File: config.mk
export PLATFORM = sky130hd
export DESIGN_NAME = seq_demux_5to1_3bit
export DESIGN_NICKNAME = d
export VERILOG_FILES = /design/src/rtl/seq_demux_5to1_3bit.sv
export SDC_FILE = /design/constraint.sdc
export NUM_CORES = 1
export LEC_CHECK = 0
export CORE_ASPECT_RATIO = 0.6
export CORE_MARGIN = 5
export CORE_UTILIZATION = 30
export CTS_CLUSTER_SIZE = 20
export DETAILED_ROUTE_END_ITERATION = 12
export SYNTH_ARGS = -nofsm -noshare
export SYNTH_HDL_FRONTEND = slang
export SYNTH_SLANG_ARGS = --single-unit
File: constraint.sdc
create_clock -name Clock -period 4.35 [get_ports Clock]
set_clock_uncertainty 0.2 [all_clocks]
set_input_delay 1.0875 -clock Clock [delete_from_list [all_inputs] [get_ports Clock]]
set_output_delay 1.0875 -clock Clock [all_outputs]
set_load 0.005 [all_outputs]
File: src/rtl/seq_demux_5to1_3bit.sv
// -----------------------------------------------------------------------------
// seq_demux_5to1_3bit
//
// Registered 5-way, 3-bit demultiplexer. Each accepted symbol on D is stored in
// one of five channels (U, V, W, X, Y). In manual mode the S input selects the
// channel. In auto mode the channel comes from an internal round-robin pointer.
// A channel stays Full until its Ack bit is sampled high. The producer is
// back-pressured through a combinational Ready.
//
// Ports
//   Clock   in   1  rising-edge clock
//   Resetn  in   1  asynchronous active-low reset
//   D       in   3  data symbol
//   S       in   3  manual select: 000..011 -> U..X, 1xx -> Y
//   Auto    in   1  1 = destination from Ptr, 0 = destination from S
//   Valid   in   1  producer offers D this cycle
//   Ready   out  1  destination channel can accept this cycle
//   Ack     in   5  per-channel consume strobe (bit0 = U .. bit4 = Y)
//   U..Y    out  3  registered channel data
//   Full    out  5  per-channel occupancy (same order as Ack)
//   Ptr     out  3  round-robin pointer, 0..4 -> U..Y
// -----------------------------------------------------------------------------
module seq_demux_5to1_3bit (
    input  logic       Clock,
    input  logic       Resetn,
    input  logic [2:0] D,
    input  logic [2:0] S,
    input  logic       Auto,
    input  logic       Valid,
    output logic       Ready,
    input  logic [4:0] Ack,
    output logic [2:0] U,
    output logic [2:0] V,
    output logic [2:0] W,
    output logic [2:0] X,
    output logic [2:0] Y,
    output logic [4:0] Full,
    output logic [2:0] Ptr
);

    logic [2:0] data_q [5];
    logic [2:0] data_d [5];
    logic [4:0] full_q;
    logic [4:0] full_d;
    logic [2:0] ptr_q;
    logic [2:0] ptr_d;
    logic [4:0] dest;      // one-hot destination channel
    logic       accept;

    // Destination decode. Unreachable pointer values 5..7 fold onto Y.
    always_comb begin
        dest = 5'b00000;
        if (Auto) begin
            case (ptr_q)
                3'd0:    dest = 5'b00001;
                3'd1:    dest = 5'b00010;
                3'd2:    dest = 5'b00100;
                3'd3:    dest = 5'b01000;
                default: dest = 5'b10000;
            endcase
        end else begin
            case (S)
                3'b000:  dest = 5'b00001;
                3'b001:  dest = 5'b00010;
                3'b010:  dest = 5'b00100;
                3'b011:  dest = 5'b01000;
                default: dest = 5'b10000;
            endcase
        end
    end

    // A channel being acked in the same cycle counts as free, which keeps
    // full throughput when the consumer drains every cycle.
    assign Ready  = Resetn & (|(dest & (~full_q | Ack)));
    assign accept = Valid & Ready;

    always_comb begin
        full_d = full_q & ~Ack;
        if (accept) begin
            full_d = full_d | dest;
        end
        for (int i = 0; i < 5; i++) begin
            data_d[i] = data_q[i];
            if (accept && dest[i]) begin
                data_d[i] = D;
            end
        end
        ptr_d = ptr_q;
        if (accept && Auto) begin
            // >= also recovers from the unreachable values 5..7
            ptr_d = (ptr_q >= 3'd4) ? 3'd0 : ptr_q + 3'd1;
        end
    end

    always_ff @(posedge Clock or negedge Resetn) begin
        if (!Resetn) begin
            for (int i = 0; i < 5; i++) begin
                data_q[i] <= 3'b000;
            end
            full_q <= 5'b00000;
            ptr_q  <= 3'd0;
        end else begin
            for (int i = 0; i < 5; i++) begin
                data_q[i] <= data_d[i];
            end
            full_q <= full_d;
            ptr_q  <= ptr_d;
        end
    end

    assign U    = data_q[0];
    assign V    = data_q[1];
    assign W    = data_q[2];
    assign X    = data_q[3];
    assign Y    = data_q[4];
    assign Full = full_q;
    assign Ptr  = ptr_q;

endmodule

==> run_results.csv <==
group,metric,value,unit
setup_path,criticalPathCategory,"primary input to primary output",
detailed_routing,vias,995,
setup_path,critPathMaxStageDelay,0.44,ns
setup_path,worstPathMaxFanout,8,
clock_tree,htreeDepth,1,
detailed_routing,ant_nets,0,
clock_tree,clkLatencyLatePin,0.26,ns
synth,synth_seq_area_share,47.6,%
sta,worst_pin_slew,0.333,ns
sta,fin_crit_sh,96.0,%
setup_path,worst_setup_path_start_kind,"primary input",
finish,fin_cells,196,
setup_path,crit_chain,"dlygate4sd2_1, buf_4, and2_1, o21ai_2, o2111ai_4, or2_4, and2_1, clkdlybuf4s50_1",
grt,grt_usage,11.2,%
finish,final_cell_mix,"clkdlybuf4s50_1 (34), dfrtp_1 (23), a32o_1 (13)",
finish,drive_gt1_share,17.4,%
clock_tree,root_buffer,"clkbuf_8",
sta,layout_min_cycle_time,4.18,ns
grt,antenna_found_initial,0,
die,dieArea,0.00544,mm²
clock_tree,clk_pin_slew_worst_paths,0.08,ns
grt,grt_max_degree,29,
placed_design,numPortBuffers,38,
placed_design,gp_congestion,0.736,
clock_tree,cts_buffers,3,
finish,antenna_cells,0,
setup_path,cp.arrival,2.89,ns
power_and_ir_drop,totalPowerFinal,998,µW
flow_run,maxCapViolations,0,
power_and_ir_drop,p_per_area,574,mW/mm²
die,ios,39,
die,initial_utilization,32.0,%
die,die_y,59.2,µm
detailed_routing,dr.pass1.iters,4,
sta,timing.final.ws_setup,0.173,ns
finish,final_common_cell,"clkdlybuf4s50_1",
die,fp.coreArea,0.00379,mm²
setup_path,endpoint_kind,"primary output",
detailed_routing,drt-initial-drc-count,23,
placed_design,dp.cells,192,
finish,area_growth,43.6,%
detailed_routing,drc_errors,0,
setup_path,cp_slowest_cell,"clkdlybuf4s50_1",
clock_tree,clk_path_buf_depth,2,
sta,setup_violations,0,
synth,syn_nets,123,
sta,hold_viol_final,0,
detailed_routing,wl_per_cell,15.5,µm
placed_design,place_ws,-0.0890,ns
clock_tree,cts_sinks,23,
die,die_x,92.0,µm
finish,final_nets,170,
grt,grt_pass1_wl,4910,µm
power_and_ir_drop,ir_worst_vdd,0.212,mV
setup_path,cp_common_cell,"and2_1",
sta,rsz0062_at_grt,"no",
synth,ys_warn_count,0,
synth,syn_inst,103,
outcome,status,"finished, final reports clean",
detailed_routing,routed_wl,3040,µm
synth,async_flop_share,100,%
clock_tree,cts_tree,"built",
min_path,hold_class,"register to register",
sta,fmax,239,MHz
sta,relSlewSlack,77.8,%
placed_design,hpwl,2480,µm
sta,slew_viol_final,0,
finish,final_util,45.9,%
grt,grt_pass1_vias,1062,
grt,grt-ovfl-total,0,
die,rows,17,
synth,synth-edff-count,0,
synth,syn_area_per_cell,11.7,µm²
synth,synth_seq_cells,23,
power_and_ir_drop,p_leak,0.779,nW
synth,synth_ff_type,"dfrtp_1",
detailed_routing,vias_per_cell,5.08,
synth,synthDistinctLibCells,33,
setup_path,worstPathRequired,3.06,ns
synth,synth_area,0.00121,mm²
## cell type report
| type | count | area, µm² |
|---|---|---|
| multi-input cells | 74 | 616 |
| clock buffers | 4 | 45.0 |
| fillers | 372 | 2050 |
| repair buffers | 45 | 432 |
| flip-flops and latches | 23 | 576 |
| inverters | 3 | 11.3 |
| well taps | 47 | 58.8 |
## metal layers
metal  up-vias  GRT usage (%)  wire length (µm)
met4         0          0.634                 0
li1        478              -                 -
met1       492           14.0              1470
met2        25           19.7              1390
met3         0           4.19               172
met5         -              0                 0
## repair_timing
action                                  CTS  global route
setup buffers                             0             0
hold buffers                              0             0
resized for setup                         4             2
endpoints found under the setup margin    1             1
## synth_stat cells (2+ instances only)
cell	count	area, µm²
nand2_1	6	22.5
and3_1	3	18.8
inv_1	3	11.3
dfrtp_1	23	576
nand3_1	4	20.0
nor2b_1	4	25.0
nand2b_1	4	25.0
mux2_2	3	33.8
a32o_1	13	130
nor2_1	2	7.51
and2_1	4	25.0
ha_1	5	62.6
o21ai_2	3	26.3
and3b_1	2	17.5
nor3_1	2	10.0
a22o_1	2	17.5
buf_4	2	15.0
or2_2	3	18.8
## logic make-up (layout without fill, tap and decap cells)
group	after synthesis	count (layout)	synth area share [%]
adder cells (fa/ha/maj)	5	5	5.17
buffers and inverters	6	52	2.48
multiplexers	4	4	3.62
AO/OA/AOI/OAI	24	24	20.1
flip-flops	23	23	47.6
AND/OR/NAND/NOR	41	41	21.1
## power by group
| group | switching (mW) | total (mW) | internal, mW |
|---|---|---|---|
| clock network | 0.0628 | 0.128 | 0.0652 |
| logic | 0.200 | 0.508 | 0.308 |
| registers | 0.0621 | 0.363 | 0.300 |
## critical path: cells and delay by family
family	cells	cell delay, ns
AOI/OAI and AO/OA	2	0.27
buffers and inverters	3	0.92
and+or+nand+nor	3	0.60
## state kept, by name, summed over array words and instances, names as in the netlist
register and cells:
W 3, Y 3, X 3, V 3, Full 5, U 3
Ptr 3
## metrics by stage
| step | TNS, ns | instance area, µm² | hold slack (ns) |
|---|---|---|---|
| final | 0 | 1740 | 0.294 |
| after global routing | 0 | 1740 | 0.319 |
| after CTS | 0 | 1730 | 0.298 |
| after detailed placement | -0.0890 | 1680 | 0.280 |
| after global placement | -0.0556 | 1680 | 0.283 |
| after floorplan | 0 | 1210 | 0.289 |
## path summary, 6_finish.rpt
kind / slack [ns] / to / startpoint / cells after the start
max: 0.17 / Ready / Auto / 8
min: 0.29 / V[2] / V[2] / 1
max reg2reg: 2.10 / Ptr[1] / Ptr[0] / 8
min reg2reg: 0.29 / V[2] / V[2] / 1
max in group asynchronous: 2.68 / Full[1] / Resetn / 2
min in group asynchronous: 1.02 / Full[3] / Resetn / 2
Power figures use the tool's default switching activity.
